--- src/rtl/tone_ctrl_pkg.sv ---
// Shared types and default widths for the tone sweep controller slice.
package tone_ctrl_pkg;

    localparam int DEFAULT_PHASE_W = 32;
    localparam int DEFAULT_DWELL_W = 24;

    typedef enum logic [1:0] {
        MODE_ONESHOT  = 2'd0,
        MODE_REPEAT   = 2'd1,
        MODE_PINGPONG = 2'd2,
        MODE_HOLD     = 2'd3
    } sweep_mode_e;

    typedef enum logic {
        IDLE = 1'b0,
        RUN  = 1'b1
    } ctrl_state_e;

endpackage

--- src/rtl/tone_sweep_controller_if.sv ---
// Host-side configuration/control bundle and oscillator-facing outputs.
interface tone_sweep_controller_if
    import tone_ctrl_pkg::*;
#(
    parameter int PHASE_W = DEFAULT_PHASE_W,
    parameter int DWELL_W = DEFAULT_DWELL_W
);
    logic               cfg_valid;
    logic               cfg_ready;
    logic [PHASE_W-1:0] cfg_start_step;
    logic [PHASE_W-1:0] cfg_stop_step;
    logic [PHASE_W-1:0] cfg_delta;
    logic [DWELL_W-1:0] cfg_dwell;
    logic [1:0]         cfg_mode;
    logic               start;
    logic               abort;
    logic [PHASE_W-1:0] phase_step;
    logic               osc_en;
    logic               busy;
    logic               done;
    logic               wrap;

    modport master (
        output cfg_valid, cfg_start_step, cfg_stop_step, cfg_delta,
               cfg_dwell, cfg_mode, start, abort,
        input  cfg_ready, phase_step, osc_en, busy, done, wrap
    );

    modport slave (
        input  cfg_valid, cfg_start_step, cfg_stop_step, cfg_delta,
               cfg_dwell, cfg_mode, start, abort,
        output cfg_ready, phase_step, osc_en, busy, done, wrap
    );

endinterface

--- src/rtl/sweep_dwell_timer.sv ---
// Dwell down-counter: load sets the count, expire flags count zero.
module sweep_dwell_timer
    import tone_ctrl_pkg::*;
#(
    parameter int DWELL_W = DEFAULT_DWELL_W
) (
    input  logic               clk,
    input  logic               rst,
    input  logic               load,
    input  logic [DWELL_W-1:0] load_val,
    output logic               expire
);
    logic [DWELL_W-1:0] cnt_q;

    // Load takes precedence; otherwise count down and rest at zero.
    always_ff @(posedge clk or posedge rst) begin
        if (rst) begin
            cnt_q <= '0;
        end else if (load) begin
            cnt_q <= load_val;
        end else if (cnt_q != '0) begin
            cnt_q <= cnt_q - 1'b1;
        end
    end

    assign expire = (cnt_q == '0);

endmodule

--- src/rtl/tone_sweep_controller.sv ---
// Stepped phase_step sweep sequencer with one-shot/repeat/ping-pong/hold modes.
module tone_sweep_controller
    import tone_ctrl_pkg::*;
#(
    parameter int PHASE_W = DEFAULT_PHASE_W,
    parameter int DWELL_W = DEFAULT_DWELL_W
) (
    input logic                clk,
    input logic                rst,
    tone_sweep_controller_if.slave bus
);
    ctrl_state_e        state_q;
    logic [PHASE_W-1:0] start_q, stop_q, delta_q, phase_q;
    logic [DWELL_W-1:0] dwell_q;
    sweep_mode_e        mode_q;
    logic               up_q;      // start_step <= stop_step for this sweep
    logic               ret_q;     // on the ping-pong return leg
    logic               osc_en_q, busy_q, done_q, wrap_q, cfg_ready_q;

    logic               cfg_take, expire, timer_load, at_target, moving_up;
    logic [PHASE_W-1:0] eff_start, eff_stop, target, step_next, turn_next;
    logic [DWELL_W-1:0] timer_val;

    // Move cur by dlt toward tgt, clamping on overshoot, overflow or underflow.
    function automatic logic [PHASE_W-1:0] step_toward(
        input logic [PHASE_W-1:0] cur,
        input logic [PHASE_W-1:0] tgt,
        input logic [PHASE_W-1:0] dlt,
        input logic               up
    );
        logic [PHASE_W:0] nxt;
        if (up) begin
            nxt = {1'b0, cur} + {1'b0, dlt};
            if (nxt[PHASE_W] || (nxt[PHASE_W-1:0] > tgt)) return tgt;
        end else begin
            nxt = {1'b0, cur} - {1'b0, dlt};
            if (nxt[PHASE_W] || (nxt[PHASE_W-1:0] < tgt)) return tgt;
        end
        return nxt[PHASE_W-1:0];
    endfunction

    // A config offered together with start must steer that same sweep.
    assign cfg_take  = cfg_ready_q && bus.cfg_valid;
    assign eff_start = cfg_take ? bus.cfg_start_step : start_q;
    assign eff_stop  = cfg_take ? bus.cfg_stop_step  : stop_q;
    assign timer_val = cfg_take ? bus.cfg_dwell      : dwell_q;

    assign target    = ret_q ? start_q : stop_q;
    assign moving_up = up_q ^ ret_q;
    assign at_target = (phase_q == target);
    assign step_next = step_toward(phase_q, target, delta_q, moving_up);
    assign turn_next = step_toward(phase_q, ret_q ? stop_q : start_q, delta_q, ~moving_up);

    assign timer_load = ((state_q == IDLE) && bus.start && !bus.abort) ||
                        ((state_q == RUN) && expire);

    sweep_dwell_timer #(.DWELL_W(DWELL_W)) u_timer (
        .clk      (clk),
        .rst      (rst),
        .load     (timer_load),
        .load_val (timer_val),
        .expire   (expire)
    );

    // Config capture plus the IDLE/RUN sequencer with registered outputs.
    always_ff @(posedge clk or posedge rst) begin
        if (rst) begin
            state_q     <= IDLE;
            start_q     <= '0;
            stop_q      <= '0;
            delta_q     <= '0;
            dwell_q     <= '0;
            mode_q      <= MODE_ONESHOT;
            phase_q     <= '0;
            up_q        <= 1'b0;
            ret_q       <= 1'b0;
            osc_en_q    <= 1'b0;
            busy_q      <= 1'b0;
            done_q      <= 1'b0;
            wrap_q      <= 1'b0;
            cfg_ready_q <= 1'b1;
        end else begin
            done_q <= 1'b0;
            wrap_q <= 1'b0;
            if (cfg_take) begin
                start_q <= bus.cfg_start_step;
                stop_q  <= bus.cfg_stop_step;
                delta_q <= bus.cfg_delta;
                dwell_q <= bus.cfg_dwell;
                mode_q  <= sweep_mode_e'(bus.cfg_mode);
            end
            if (bus.abort) begin
                state_q     <= IDLE;
                phase_q     <= '0;
                osc_en_q    <= 1'b0;
                busy_q      <= 1'b0;
                cfg_ready_q <= 1'b1;
            end else begin
                case (state_q)
                    IDLE: begin
                        if (bus.start) begin
                            state_q     <= RUN;
                            phase_q     <= eff_start;
                            osc_en_q    <= 1'b1;
                            busy_q      <= 1'b1;
                            cfg_ready_q <= 1'b0;
                            up_q        <= (eff_start <= eff_stop);
                            ret_q       <= 1'b0;
                        end
                    end
                    RUN: begin
                        if (expire) begin
                            if (at_target) begin
                                case (mode_q)
                                    MODE_ONESHOT: begin
                                        state_q     <= IDLE;
                                        done_q      <= 1'b1;
                                        osc_en_q    <= 1'b0;
                                        busy_q      <= 1'b0;
                                        cfg_ready_q <= 1'b1;
                                    end
                                    MODE_REPEAT: begin
                                        wrap_q  <= 1'b1;
                                        phase_q <= start_q;
                                    end
                                    MODE_PINGPONG: begin
                                        wrap_q  <= 1'b1;
                                        ret_q   <= ~ret_q;
                                        phase_q <= turn_next;
                                    end
                                    default: ;
                                endcase
                            end else begin
                                phase_q <= step_next;
                            end
                        end
                    end
                    default: state_q <= IDLE;
                endcase
            end
        end
    end

    assign bus.cfg_ready  = cfg_ready_q;
    assign bus.phase_step = phase_q;
    assign bus.osc_en     = osc_en_q;
    assign bus.busy       = busy_q;
    assign bus.done       = done_q;
    assign bus.wrap       = wrap_q;

endmodule

--- src/flat_wrapper.sv ---
// flat-port wrapper written by rule: the top's interface ports become plain ports
module tone_sweep_controller_flat import tone_ctrl_pkg::*;
#(
    parameter int PHASE_W = DEFAULT_PHASE_W,
    parameter int DWELL_W = DEFAULT_DWELL_W
)
  (clk, rst, bus_cfg_valid, bus_cfg_start_step, bus_cfg_stop_step, bus_cfg_delta, bus_cfg_dwell, bus_cfg_mode, bus_start, bus_abort, bus_cfg_ready, bus_phase_step, bus_osc_en, bus_busy, bus_done, bus_wrap);
  tone_sweep_controller_if #(.PHASE_W(PHASE_W), .DWELL_W(DWELL_W)) bus_i ();
  input logic clk;
  input logic rst;
  input wire logic [$bits(bus_i.cfg_valid)-1:0] bus_cfg_valid;
  input wire logic [$bits(bus_i.cfg_start_step)-1:0] bus_cfg_start_step;
  input wire logic [$bits(bus_i.cfg_stop_step)-1:0] bus_cfg_stop_step;
  input wire logic [$bits(bus_i.cfg_delta)-1:0] bus_cfg_delta;
  input wire logic [$bits(bus_i.cfg_dwell)-1:0] bus_cfg_dwell;
  input wire logic [$bits(bus_i.cfg_mode)-1:0] bus_cfg_mode;
  input wire logic [$bits(bus_i.start)-1:0] bus_start;
  input wire logic [$bits(bus_i.abort)-1:0] bus_abort;
  output wire logic [$bits(bus_i.cfg_ready)-1:0] bus_cfg_ready;
  output wire logic [$bits(bus_i.phase_step)-1:0] bus_phase_step;
  output wire logic [$bits(bus_i.osc_en)-1:0] bus_osc_en;
  output wire logic [$bits(bus_i.busy)-1:0] bus_busy;
  output wire logic [$bits(bus_i.done)-1:0] bus_done;
  output wire logic [$bits(bus_i.wrap)-1:0] bus_wrap;
  assign bus_i.cfg_valid = bus_cfg_valid;
  assign bus_i.cfg_start_step = bus_cfg_start_step;
  assign bus_i.cfg_stop_step = bus_cfg_stop_step;
  assign bus_i.cfg_delta = bus_cfg_delta;
  assign bus_i.cfg_dwell = bus_cfg_dwell;
  assign bus_i.cfg_mode = bus_cfg_mode;
  assign bus_i.start = bus_start;
  assign bus_i.abort = bus_abort;
  assign bus_cfg_ready = bus_i.cfg_ready;
  assign bus_phase_step = bus_i.phase_step;
  assign bus_osc_en = bus_i.osc_en;
  assign bus_busy = bus_i.busy;
  assign bus_done = bus_i.done;
  assign bus_wrap = bus_i.wrap;
  tone_sweep_controller #(.PHASE_W(PHASE_W), .DWELL_W(DWELL_W)) u_core (.clk(clk), .rst(rst), .bus(bus_i));
endmodule
--- config.mk ---
export PLATFORM = sky130hd
export DESIGN_NAME = tone_sweep_controller_flat
export DESIGN_NICKNAME = d
export VERILOG_FILES = /design/src/rtl/tone_ctrl_pkg.sv /design/src/rtl/tone_sweep_controller_if.sv /design/src/rtl/sweep_dwell_timer.sv /design/src/rtl/tone_sweep_controller.sv /design/src/flat_wrapper.sv
export SDC_FILE = /design/constraint.sdc
export NUM_CORES = 1
export LEC_CHECK = 0
export BUFFER_PORTS_ARGS = -buffer_cell sky130_fd_sc_hd__clkbuf_2
export CELL_PAD_IN_SITES_DETAIL_PLACEMENT = 0
export CELL_PAD_IN_SITES_GLOBAL_PLACEMENT = 1
export CORE_AREA = 8 8 217 219
export CTS_BUF_LIST = sky130_fd_sc_hd__clkbuf_8
export DETAILED_ROUTE_END_ITERATION = 8
export DIE_AREA = 0 0 225 227
export GPL_TIMING_DRIVEN = 1
export MAX_ROUTING_LAYER = met4
export PLACE_DENSITY = 0.8
export SYNTH_ARGS = -nofsm -noshare
export SYNTH_HDL_FRONTEND = slang
export SYNTH_HIERARCHICAL = 1
export SYNTH_SLANG_ARGS = --single-unit
--- constraint.sdc ---
create_clock -name clk -period 5.6 [get_ports clk]
set_input_delay 1.68 -clock clk [delete_from_list [all_inputs] [get_ports clk]]
set_output_delay 1.68 -clock clk [all_outputs]
set_load 0.03 [all_outputs]
# Word-level counts from Yosys, hierarchy flattened
# Index checks and enable logic that the tools add are counted.
[classes]
bitwise = 4
n_reduce_logical = 19
add_sub_neg = 3
eq_ne = 12
n_mux = 61
n_lt_le_gt_ge = 5
[op_table]
columns = ["op", "count"]
rows = [
  ["$mux 32", 18],
  ["$pmux 32 s2", 2],
  ["$mux 24", 3],
  ["$gt 32x32->1", 2],
  ["$lt 32x32->1", 2],
  ["$mux 1", 34],
  ["$add 32x32->33", 1],
  ["$sub 32x32->33", 1],
  ["$eq 32x32->1", 1],
  ["$le 32x32->1", 1],
  ["$logic_not 24->1", 1],
  ["$reduce_bool 24->1", 1],
  ["$sub 24x1->24 const B", 1],
  ["$ne 3x3->1 const B", 4],
  ["$ne 2x2->1 const B", 4],
  ["$pmux 1 s2", 4],
  ["$reduce_and 3->1", 2],
  ["$logic_or 1x1->1", 5],
  ["$ne 5x5->1 const B", 1],
  ["$reduce_and 5->1", 1],
  ["$logic_and 1x1->1", 4],
  ["$reduce_and 4->1", 1],
  ["$not 1->1", 3],
  ["$eq 2x1->1 const B", 1],
  ["6 further kinds", 6],
]
[totals]
ff_bits = 185
in_bits = 127
output_inout_bits = 37

# Depth between registers and ports, before layout
# Gate-level depths: netlist of run 1.
[depth]
word_depth = 11
depth_mapped = 25

# Cells and area by module
# The synthesis of run 1 kept the hierarchy.
[by_module_without_submodules]
columns = ["mod", "area_each_um2", "instances", "cells_per_inst"]
rows = [
  ["tone_sweep_controller", 16895.0, 1, 1930],
  ["sweep_dwell_timer", 1581.5, 1, 178],
]

# Worst setup path before layout of run 1
# No wires, ideal clock.
[synth_path]
kind = "reg-to-reg"
from = "register u_core.phase_q[17], in the netlist u_core/bus.phase_step[17]"
to = "register u_core.phase_q[20], in the netlist u_core/bus.phase_step[20]"
path_slack_ns = 0.219
n_path_buf = 2
path_stages_with_launch = 24
setup_time_ns = 0.142
arrival_ns = 5.239
required_time_ns = 5.458
synth_period_minus_slack_ns = 5.381
cell_sequence = "dfrtp_1 ha_1 clkbuf_1 nand4_1 o21ai_0 o221ai_1 o21ai_0 a21oi_1 or3_1 a21boi_0 xnor2_1 inv_1 ha_1 nand4_1 nor4_1 o211ai_1 o21bai_1 a31o_2 a21oi_1 nor2_1 buf_2 a211o_1 a31oi_1 o221ai_1"
[synth_between]
elab_chain_len = 11
elab_cells_between_ends = 28
[synth_lines]
columns = ["item", "line_no", "rtl"]
rows = [
  ["start: declaration", "tone_sweep_controller.sv:13", "logic [PHASE_W-1:0] start_q, stop_q, delta_q, phase_q;"],
  ["start signal: assignment", "tone_sweep_controller.sv:103", "phase_q <= eff_start;"],
  ["start signal: assignment", "tone_sweep_controller.sv:124", "phase_q <= start_q;"],
  ["start signal: assignment", "tone_sweep_controller.sv:129", "phase_q <= turn_next;"],
  ["$add 32x32->33 / $sub 32x32->33 (equally long branches)", "tone_sweep_controller.sv:33, tone_sweep_controller.sv:36", ""],
  ["$gt 32x32->1 / $lt 32x32->1 (equally long branches)", "tone_sweep_controller.sv:34, tone_sweep_controller.sv:37", ""],
  ["$logic_or 1x1->1, on equally long branches", "tone_sweep_controller.sv:34, tone_sweep_controller.sv:37", ""],
  ["$mux 1, on equally long branches", "tone_sweep_controller.sv:34, tone_sweep_controller.sv:37", ""],
  ["$mux 1", "tone_sweep_controller.sv:32", "if (up) begin"],
  ["$mux 32", "tone_sweep_controller.sv:39", "return nxt[PHASE_W-1:0];"],
  ["$pmux 32 s2", "tone_sweep_controller.sv:114", "case (mode_q)"],
  ["$mux 32", "tone_sweep_controller.sv:113", "if (at_target) begin"],
  ["$mux 32", "tone_sweep_controller.sv:112", "if (expire) begin"],
  ["$pmux 32 s2", "tone_sweep_controller.sv:99", "case (state_q)"],
  ["$mux 32", "tone_sweep_controller.sv:92", "if (bus.abort) begin"],
]
# Parallel ways exist; a longest one is shown, timed or not. The select of a mux whose other input is x is not followed.
# A chain may end at the register's enable or synchronous reset.

# Worst setup path after layout of run 1
[layout_path]
from = "register u_core.phase_q[1], in the netlist u_core/bus.phase_step[1]"
to = "register u_core.phase_q[8], in the netlist u_core/bus.phase_step[8]"
# The elaborated chain is that of the path after synthesis.

==> results.tsv, run 1 <==
stage	metric	value	unit
synthesis	largest area contributor in the netlist	dfrtp_1	
floorplanning	num rows	77	
place	worst slack, placed	-0.455	ns
job	max-cap violation count	0	
floorplanning	Initial Utilization	42.3	%
place	placed wire-length estimate	61600	um
hold_path	hold path start	u_core/dwell_q[18]	
pwr	VDD IR max	0.000293	V
timing	fin worst setup slack	0.0753	ns
critical_path	Crit path arrival time	6.01	ns
floorplanning	full die area	0.0511	mm2
outcome	run status	finished, final reports clean	
floorplanning	height of the die	227	um
synthesis	post-synthesis sequential area ratio	25.1	%
drt	antenna-violating nets left	0	
critical_path	critical path data required time	6.08	ns
floorplanning	Die W	225	um
pwr	Power Density	442	mW/mm2
clocking	Clock Latency Late Sink	0.58	ns
critical_path	startpoint types	flip-flop	
drt	DRC Markers	0	
timing	min Tclk post-route	5.52	ns
drt	Via Count	18400	
timing	RSZ-0062 raised after global routing	yes	
drt	Vias/cell	5.91	
place	gp weighted congestion	1.02	
critical_path	FF-to-FF Start	u_core/bus.phase_step[1]	
drt	WL met2	31500	um
drt	Routed wire per std cell	24.3	um
synthesis	ys flop type	dfrtp_1	
timing	worst-margin pin slew	1.07	ns
timing	Final Max Tran Viols	0	
timing	Clock Skew	0.0315	ns
timing	final hold slack	0.508	ns
synthesis	#FFs+latches synth	185	
drt	DR top layer	met4	
synthesis	Avg Cell Area, Syn	8.76	um2
critical_path	CP max FO	19	
synthesis	synthesized area	0.0185	mm2
synthesis	post-synth top area share	24.9	%
cells_and_area	ratio of cells with drive above 1 in the final layout	29.5	%
hold_path	HP Class	reg -> reg	
grt	GRT Util Overall	30.0	%
drt	DR pass1 iterations	5	
clocking	CTS clk-pin slew, worst paths	0.12	ns
synthesis	post-synthesis cell type count	94	
cells_and_area	Layout Nets	2869	
critical_path	CP Capture Type	flip-flop	
drt	M1 WL	36000	um
grt	initial antenna violation count	3	
synthesis	Syn Inst Count	2108	
critical_path	crit path from	u_core/bus.phase_step[1]	
clocking	H-tree levels	4	
timing	Rel. slew slack	28.4	%
pwr	P_leak	10.7	nW
place	I/O Buffers	163	
clocking	clock sinks	185	
clocking	CTS Hold Buffers Added	0	
floorplanning	Ports	164	
grt	grt total ovfl	0	
synthesis	count leader, synth	ha_1	
drt	First DRT Iteration DRCs	1598	
clocking	CTS Buffer Depth	2	
grt	pin count of the biggest net entering global routing	126	
grt	vias in the first global route	18200	
synthesis	ranking of synthesized cells by area	dfrtp_1, ha_1, mux2i_1, mux2_2, xnor2_1	
timing	Final setup viols	0	
synthesis	EDFF count, synth	0	
floorplanning	Core Box Area	0.0436	mm2
clocking	CTS root buf	clkbuf_8	
synthesis	Mapped Nets	2466	
timing	FMAX	181	MHz
cells_and_area	fill count	4133	
synthesis	yosys warns	6	
timing	fin crit share	98.7	%
drt	final WL	75700	um
timing	final hold vios	0	
synthesis	Post-synth top cells	ha_1, dfrtp_1, a21oi_1	
critical_path	Worst Path Class, Setup	reg -> reg	
drt	met3 WL	6080	um
synthesis	Async S/R FF share, synth	100	%
grt	first-pass GRT wire length	112000	um
clocking	Num CTS Buffers	17	
cells_and_area	area grow syn2layout	24.4	%
clocking	CTS tree	built	
==> path summary, 6_finish.rpt <==
kind | slack (ns) | depth (start not counted) | end
max | 0.08 | 23 | u_core/bus.phase_step[8]
min | 0.51 | 1 | u_core/dwell_q[18]
max reg2reg | 0.08 | 23 | u_core/bus.phase_step[8]
min reg2reg | 0.51 | 1 | u_core/dwell_q[18]
max in group asynchronous | 3.65 | 2 | u_core/u_timer/cnt_q[23]
min in group asynchronous | 1.29 | 3 | u_core/dwell_q[5]
==> power breakdown <==
group	internal [mW]	switching, mW
Sequential	1.57	0.293
Combinational	3.13	4.13
Clock	0.427	0.612
==> logic make-up (layout without fill, tap and decap cells) <==
family | count (synthesis) | in the layout | share of synthesized area (%)
AOI/OAI and AO/OA | 566 | 566 | 20.9
xor gates and xnor gates | 101 | 101 | 4.79
adders and majority gates | 231 | 231 | 15.7
buffers and inverters | 242 | 658 | 5.44
DFF | 185 | 185 | 25.1
muxes | 222 | 222 | 13.0
other | 0 | 3 | 0
and+or+nand+nor | 561 | 561 | 15.1
==> worst max-delay path, cell delays in order (launching register included) <==
cell and delay (ns):
dfrtp_1 0.42, buf_4 0.14, ha_1 0.20, or2_2 0.27, o211a_1 0.22, o211ai_1 0.31
buf_4 0.18, a211oi_1 0.07, or3b_2 0.53, a31oi_1 0.20, xnor2_1 0.33, ha_1 0.35
a21oi_1 0.14, o21ai_1 0.11, a211oi_1 0.23, a21oi_1 0.12, a211o_1 0.28, a211oi_4 0.31
buf_4 0.17, or2_4 0.13, buf_12 0.17, mux2i_1 0.19, mux2i_1 0.10, o21ai_1 0.21
==> sequential cells by signal, indices dropped and copies added, names as in the netlist, 2 cells and up <==
register and flops:
u_core/bus.phase_step 32, u_core/stop_q 32, u_core/u_timer/cnt_q 24, u_core/delta_q 32, u_core/mode_q 2, u_core/dwell_q 24, u_core/start_q 32
==> cell type report <==
cell class | count | area [um2] | area share [%]
Inverter | 138 | 522 | 2.27
Antenna cell | 3 | 7.51 | 0.0327
Tap cell | 592 | 741 | 3.22
Clock buffer | 18 | 248 | 1.08
Sequential cell | 185 | 4640 | 20.2
Timing Repair Buffer | 488 | 3380 | 14.7
Clock inverter | 14 | 179 | 0.779
Multi-Input combinational cell | 1681 | 13300 | 57.7
==> metrics by stage <==
step	std cells	cell area (um2)	total power [mW]	util, %	TNS (ns)
floorplan	2108	18500	5.73	-	0
global placement	3056	21900	8.40	50.1	-16.52
detailed placement	3056	21900	8.44	50.1	-8.52
CTS	3095	22400	9.61	51.4	-0.0220
global route	3119	23000	10.8	52.7	-2.10
finish	3119	23000	10.2	52.7	0
==> routing by layer <==
metal	GRT usage (%)	up-vias
met3	5.59	101
met5	-	-
met2	42.1	775
met4	9.60	0
li1	-	8540
met1	42.8	9032
==> layout by cell type, fill, tap and decap left out, types with 7 or more instances in the layout <==
cell type  Yosys  layout
a211o_1       10      10
a211oi_1      31      27
a21o_1        36      36
a21oi_1      150     144
a221oi_1      21      20
a221oi_2       7       8
a31oi_1       25      24
and2_1        10       9
and3_1        12      12
buf_4          7     310
buf_6          5       8
clkbuf_2       0     163
clkbuf_8       0      18
dfrtp_1      184     182
ha_1         229     221
inv_1        136     133
mux2_2        95      95
mux2i_1      113     113
mux2i_2       14      14
nand2_1      148     146
nand2b_1      18      18
nand3_1       37      37
nand4_1       33      33
nor2_1       142     138
nor2b_1       37      36
nor3_1        37      34
nor4_1        28      24
o211ai_1      20      20
o21a_1        20      20
o21ai_0      106     101
o21ai_1       12      17
o21bai_1      12      11
o221ai_1       8       8
o31ai_1       26      23
o41ai_1        7       7
or3_1         16      16
xnor2_1       90      81
xnor2_2        0       9
xor2_1        11      10
==> timing repair <==
item / CTS / global route
gates resized for setup: 17 / 77
setup endpoints to repair: 32 / 32
pin swaps: 9 / 49
buffers inserted: 7 / 21
gates cloned: 0 / 1
No activity file was read; power rests on OpenSTA's default activity.
==> inputs of run 2 (changes only) <==
--- a/config.mk
+++ b/config.mk
@@ -5,16 +5,16 @@
 export SDC_FILE = /design/constraint.sdc
 export NUM_CORES = 1
 export LEC_CHECK = 0
-export BUFFER_PORTS_ARGS = -buffer_cell sky130_fd_sc_hd__clkbuf_2
 export CELL_PAD_IN_SITES_DETAIL_PLACEMENT = 0
 export CELL_PAD_IN_SITES_GLOBAL_PLACEMENT = 1
-export CORE_AREA = 8 8 217 219
+export CORE_AREA = 8 8 208 210
 export CTS_BUF_LIST = sky130_fd_sc_hd__clkbuf_8
 export DETAILED_ROUTE_END_ITERATION = 8
-export DIE_AREA = 0 0 225 227
+export DIE_AREA = 0 0 216 218
+export DONT_BUFFER_PORTS = 1
 export GPL_TIMING_DRIVEN = 1
 export MAX_ROUTING_LAYER = met4
-export PLACE_DENSITY = 0.8
+export PLACE_DENSITY_LB_ADDON = 0.15
 export SYNTH_ARGS = -nofsm -noshare
 export SYNTH_HDL_FRONTEND = slang
 export SYNTH_HIERARCHICAL = 1
==> run 2 against run 1 <==
Compared with the run above:
- via count fell by 4.8%
- final cell count is 8.0% lower
- global-route usage rose by 1.9 points
- core utilization is 2.6 points higher
- highest routed layer unchanged
- die area shrank 7.8%
- setup slack lost 0.036 ns
- register-to-register slack got worse by 0.04 ns
==> results.tsv, run 2 (synthesized netlist as in run 1, its figures left out) <==
stage	metric	value	unit	change
timing	FMAX	180	MHz	-0.65%
floorplanning	Die W	216	um	-4.0%
cells_and_area	ratio of cells with drive above 1 in the final layout	25.1	%	-4.3 points
hold_path	hold path cells	1		unchanged
cells_and_area	fin util	55.3	%	+2.6 points
hold_path	hold path start	u_core/dwell_q[1]		
drt	DR pass1 iterations	5		unchanged
timing	min Tclk post-route	5.56	ns	+0.0363 ns
pwr	P_leak	9.96	nW	-7.1%
timing	worst-margin pin slew	1.13	ns	+0.0602 ns
grt	grt total ovfl	0		unchanged
place	worst slack, placed	-1.09	ns	-0.635 ns
critical_path	Worst Path Class, Setup	reg -> reg		
critical_path	CP Capture Type	flip-flop		
clocking	CTS root buf	clkbuf_8		
timing	RSZ-0062 raised after global routing	yes		
drt	Via Count	17600		-4.8%
cells_and_area	Finished Cell Area	0.0222	mm2	-3.3%
grt	pin count of the biggest net entering global routing	162		+29%
critical_path	Crit path arrival time	6.02	ns	about the same
hold_path	hold endpoint	u_core/dwell_q[1]		
critical_path	startpoint types	flip-flop		
clocking	CTS tree	built		
grt	vias in the first global route	17200		-5.6%
drt	antenna-violating nets left	0		unchanged
cells_and_area	fill count	3751		-9.2%
pwr	Power, Total	10.2	mW	+0.44%
timing	Clock Skew	0.0354	ns	+0.00391 ns
critical_path	R2R Setup Slk	0.04	ns	-0.04 ns
cells_and_area	area grow syn2layout	20.3	%	
cells_and_area	commonest non-fill, non-tap cells in the layout	buf_4, ha_1, dfrtp_1, nand2_1, a21oi_1		
job	max-cap violation count	0		unchanged
cells_and_area	Reg area	0.00464	mm2	about the same
clocking	clock sinks	185		unchanged
hold_path	HP Class	reg -> reg		
timing	Setup TNS Final	0	ns	unchanged
clocking	Clock Latency Late Sink	0.59	ns	about the same
floorplanning	Ports	164		unchanged
cells_and_area	most common cell after layout, fill and taps aside	buf_4		
place	cell area after placement	0.0207	mm2	-5.5%
timing	Final Max Tran Viols	0		unchanged
clocking	CTS Buffer Depth	2		unchanged
critical_path	CP max-delay cell	dfrtp_1		
grt	GRT Util Overall	31.9	%	+1.9 points
cells_and_area	Layout Nets	2669		-7.0%
floorplanning	height of the die	218	um	-4.0%
critical_path	FF-to-FF Start	u_core/bus.phase_step[0]		
drt	First DRT Iteration DRCs	1689		+5.7%
timing	fin worst setup slack	0.0390	ns	-0.0363 ns
outcome	run status	finished, final reports clean		
pwr	VDD IR max	0.000309	V	+5.2%
drt	final WL	74500	um	-1.6%
clocking	H-tree levels	4		unchanged
grt	initial antenna violation count	11		+8
place	gp weighted congestion	0.988		-3.3%
critical_path	critical path data required time	6.06	ns	-0.02 ns
pwr	Power Density	460	mW/mm2	+3.9%
cells_and_area	Multi-input gate area	0.0136	mm2	+2.3%
floorplanning	num rows	74		-3.9%
critical_path	most used cell, CP	buf_4		
place	I/O Buffers	0		-100%
critical_path	CP peak stage delay	0.41	ns	-0.12 ns
critical_path	reg2reg path depth	28		+22%
drt	Routed wire per std cell	26.0	um	+7.0%
timing	Final setup viols	0		unchanged
drt	DRC Markers	0		unchanged
timing	final hold vios	0		unchanged
grt	first-pass GRT wire length	110000	um	-1.9%
clocking	Num CTS Buffers	17		unchanged
drt	Vias/cell	6.12		+3.5%
timing	Rel. slew slack	24.6	%	-3.8 points
floorplanning	Initial Utilization	46.0	%	+3.6 points
cells_and_area	non-filler instance count after layout	2868		-8.0%
timing	fin crit share	99.3	%	+0.65 points
critical_path	CP max FO	5		-14
floorplanning	Core Box Area	0.0402	mm2	-7.9%
place	placed wire-length estimate	59300	um	-3.7%
timing	final hold slack	0.503	ns	-0.00516 ns
critical_path	reg2reg end	u_core/bus.phase_step[3]		
clocking	CTS clk-pin slew, worst paths	0.12	ns	about the same
floorplanning	full die area	0.0471	mm2	-7.8%
place	placed cells	2787		-8.8%
[run 2: critical path: cells and delay by family (launching register included)]
family	cells	cell delay (ns)
xor+xnor	1	0.18
fa+ha+maj	3	0.86
flops	1	0.41
compound gates	11	2.16
simple gates	5	0.85
buf+inv	8	0.97
[run 2: cell type report]
class	count	share of cell area, %
diodes	12	0.135
clock buffers	17	1.05
clock inverters	15	0.822
inverters	138	2.35
multi-input cells	1681	61.1
flip-flops and latches	185	20.9
well taps	532	3.00
repair buffers	288	10.7
[run 2: how the worst max path moves through the flow]
stage	from	endpoint	slack [ns]	cells past startpoint
detailed placement	u_core/bus.phase_step[2]	u_core/bus.phase_step[31]	-1.09	24
finish	u_core/bus.phase_step[0]	u_core/bus.phase_step[3]	0.04	28
global placement	u_core/bus.phase_step[7]	u_core/bus.phase_step[31]	-1.09	23
floorplan	u_core/bus.phase_step[17]	u_core/bus.phase_step[20]	0.22	23
global route	u_core/bus.phase_step[0]	u_core/bus.phase_step[10]	-0.13	28
CTS	u_core/bus.phase_step[0]	u_core/bus.phase_step[24]	-0.005	28
[run 2: layer usage]
metal	up-vias	wire, um	global-route usage [%]
met5	-	0	-
met4	0	2450	10.5
met3	116	6450	7.52
met2	702	31500	45.4
met1	8560	34200	44.0
li1	8182	-	-
[run 2: timing repair]
| action | 4_1_cts | 5_1_grt |
|---|---|---|
| hold buffers | 0 | 0 |
| gates cloned | 2 | 1 |
| setup buffers | 14 | 21 |
| gates resized for setup | 41 | 108 |
| pin swaps | 20 | 62 |
| setup endpoints to repair | 32 | 32 |
[run 2: report_power, final]
part	internal (mW)	switching (mW)
logic	3.20	4.11
clock network	0.379	0.624
registers	1.57	0.319
total	5.16	5.06
==> inputs of run 3 (changes only) <==
--- a/config.mk
+++ b/config.mk
@@ -7,10 +7,10 @@
 export LEC_CHECK = 0
 export CELL_PAD_IN_SITES_DETAIL_PLACEMENT = 0
 export CELL_PAD_IN_SITES_GLOBAL_PLACEMENT = 1
-export CORE_AREA = 8 8 208 210
+export CORE_AREA = 8 8 198 200
 export CTS_BUF_LIST = sky130_fd_sc_hd__clkbuf_8
 export DETAILED_ROUTE_END_ITERATION = 8
-export DIE_AREA = 0 0 216 218
+export DIE_AREA = 0 0 206 208
 export DONT_BUFFER_PORTS = 1
 export GPL_TIMING_DRIVEN = 1
 export MAX_ROUTING_LAYER = met4
==> constraint.sdc (replaced) <==
create_clock -name clk -period 5.76 [get_ports clk]
set_input_delay 1.728 -clock clk [delete_from_list [all_inputs] [get_ports clk]]
set_output_delay 1.728 -clock clk [all_outputs]
set_load 0.03 [all_outputs]
==> run 3 against run 2 <==
Compared with the run above:
- die area down 9.0%
- non-clock buffer count fell by 74
- final cell count decreased by 5.1%
- core utilization is 2.8 points higher
- register-to-register slack better by 0.06 ns
- wire length shrank 2.8%
==> results.tsv, run 3 (synthesized netlist as in run 1, its figures left out) <==
stage	metric	value	unit	change
timing	final hold vios	0		unchanged
pwr	P_leak	9.45	nW	-5.1%
critical_path	most used cell, CP	a21oi_1		
critical_path	CP max-delay cell	a2111oi_1		
timing	Setup TNS Final	0	ns	unchanged
place	cell area after placement	0.0203	mm2	-1.8%
floorplanning	full die area	0.0428	mm2	-9.0%
grt	GRT Util Overall	33.9	%	+2.1 points
floorplanning	Die W	206	um	-4.6%
timing	Final Max Tran Viols	0		unchanged
place	placed wire-length estimate	58000	um	-2.2%
drt	First DRT Iteration DRCs	1765		+4.5%
cells_and_area	non-filler instance count after layout	2723		-5.1%
outcome	run status	finished, final reports clean		
floorplanning	Core Box Area	0.0361	mm2	-10%
critical_path	CP max FO	6		+1
drt	final WL	72400	um	-2.8%
clocking	CTS Hold Buffers Added	0		unchanged
timing	fin crit share	98.2	%	-1.1 points
clocking	CTS Buffer Depth	2		unchanged
grt	pin count of the biggest net entering global routing	72		-56%
cells_and_area	area grow syn2layout	13.4	%	
place	I/O Buffers	0		unchanged
timing	fin worst setup slack	0.101	ns	+0.0625 ns
critical_path	CP peak stage delay	0.86	ns	+0.45 ns
drt	DR pass1 iterations	5		unchanged
clocking	Clock Latency Late Sink	0.52	ns	-0.07 ns
floorplanning	height of the die	208	um	-4.6%
drt	Vias/cell	6.41		+4.7%
place	gp weighted congestion	1.06		+7.5%
pwr	Power Density	435	mW/mm2	-5.4%
clocking	Num CTS Buffers	17		unchanged
grt	initial antenna violation count	7		-4
timing	Final setup viols	0		unchanged
critical_path	CP delay by family, top	compound AO/OA/AOI/OAI gates		
critical_path	CP Capture Type	flip-flop		
grt	grt total ovfl	0		unchanged
drt	Routed wire per std cell	26.6	um	+2.3%
cells_and_area	ratio of cells with drive above 1 in the final layout	19.5	%	-5.7 points
timing	min Tclk post-route	5.66	ns	+0.0975 ns
clocking	CTS root buf	clkbuf_8		
cells_and_area	Finished Cell Area	0.0210	mm2	-5.7%
timing	Clock Skew	0.0312	ns	-0.00418 ns
critical_path	Worst Path Class, Setup	reg -> reg		
pwr	VDD IR max	0.000283	V	-8.3%
timing	worst-margin pin slew	1.16	ns	+0.0316 ns
cells_and_area	fill count	3361		-10%
floorplanning	Initial Utilization	51.2	%	+5.2 points
place	placed cells	2682		-3.8%
clocking	CTS tree	built		
cells_and_area	Layout Nets	2595		-2.8%
place	worst slack, placed	-0.0729	ns	+1.02 ns
clocking	H-tree levels	4		unchanged
floorplanning	Ports	164		unchanged
drt	DRC Markers	0		unchanged
floorplanning	num rows	70		-5.4%
clocking	CTS clk-pin slew, worst paths	0.13	ns	about the same
cells_and_area	commonest non-fill, non-tap cells in the layout	ha_1, buf_4, dfrtp_1, a21oi_1, nand2_1		
critical_path	critical path data required time	6.15	ns	+0.09 ns
clocking	clock sinks	185		unchanged
cells_and_area	most common cell after layout, fill and taps aside	ha_1		
cells_and_area	fin util	58.1	%	+2.8 points
timing	FMAX	177	MHz	-1.7%
critical_path	CP cell instances	ha_1 -> fa_1 -> nor2b_1 -> o211a_1 -> o211a_1 -> or3_1 -> a21oi_1 -> xnor2_1 -> inv_1 -> ha_1 -> nand4_1 -> or4_1 -> a21oi_1 -> a2111oi_1 -> o31ai_4 -> a2bb2oi_4 -> buf_4 -> or3_1 -> a21oi_1 -> o31ai_2		
drt	Via Count	17500		-0.59%
hold_path	HP Class	reg -> reg		
drt	antenna-violating nets left	0		unchanged
grt	vias in the first global route	17000		-1.1%
critical_path	Buf/Inv on CP	2		-6
timing	Rel. slew slack	22.2	%	-2.4 points
job	max-cap violation count	0		unchanged
critical_path	startpoint types	flip-flop		
critical_path	Crit path arrival time	6.05	ns	+0.03 ns
grt	first-pass GRT wire length	108000	um	-2.2%
[run 3: cell count changes in the layout (fill, tap and decap cells not counted), moves of 7 or more]
cell	previous run	this run
ha_1	214	227
xnor2_1	73	85
a21oi_1	142	149
o21ai_0	93	102
xnor2_2	17	5
buf_4	269	206
ha_4	9	1
[run 3: power by group]
part / internal, mW / switching [mW] / leakage, nW
clock: 0.369 / 0.604 / 0.210
combinational: 2.56 / 3.76 / 7.03
sequential: 1.53 / 0.296 / 2.21
total: 4.46 / 4.66 / 9.45
[run 3: cell type report]
type	count	area, um2	area share [%]
antenna	6	15.0	0.0716
clock buffer	17	234	1.12
timing repair buffer	214	1710	8.14
inverter	138	522	2.49
multi-input combinational	1681	13100	62.4
clock inverter	14	180	0.860
sequential	185	4640	22.1
tap	468	586	2.79
[run 3: worst paths after layout]
| kind | to | slack, ns | cells past startpoint | from |
|---|---|---|---|---|
| worst max-delay path | u_core/bus.phase_step[23] | 0.10 | 20 | u_core/bus.phase_step[0] |
| worst min-delay path | u_core/dwell_q[18] | 0.50 | 1 | u_core/dwell_q[18] |
| worst max register to register | u_core/bus.phase_step[23] | 0.10 | 20 | u_core/bus.phase_step[0] |
| worst min register to register | u_core/dwell_q[18] | 0.50 | 1 | u_core/dwell_q[18] |
| max in group asynchronous | u_core/ret_q | 3.68 | 2 | rst |
| min in group asynchronous | u_core/dwell_q[13] | 1.13 | 1 | rst |
[run 3: per-layer routing]
metal  track usage [%]  share of wire (%)
met5                 -                  0
met4              9.72                3.0
met3              8.69                 11
met2              48.9                 43
met1              46.3                 43
[run 3: timing repair]
action / CTS / global route
endpoints found under the setup margin: 15 / 32
resized for setup: 5 / 36
pin swaps: 0 / 11
setup buffers: 0 / 4
[run 3: through the flow]
step,total power [mW],hold WS (ns)
after floorplan,5.57,0.464
after global placement,7.80,0.478
after detailed placement,7.85,0.485
after CTS,8.88,0.508
after global routing,9.68,0.519
final,9.12,0.504
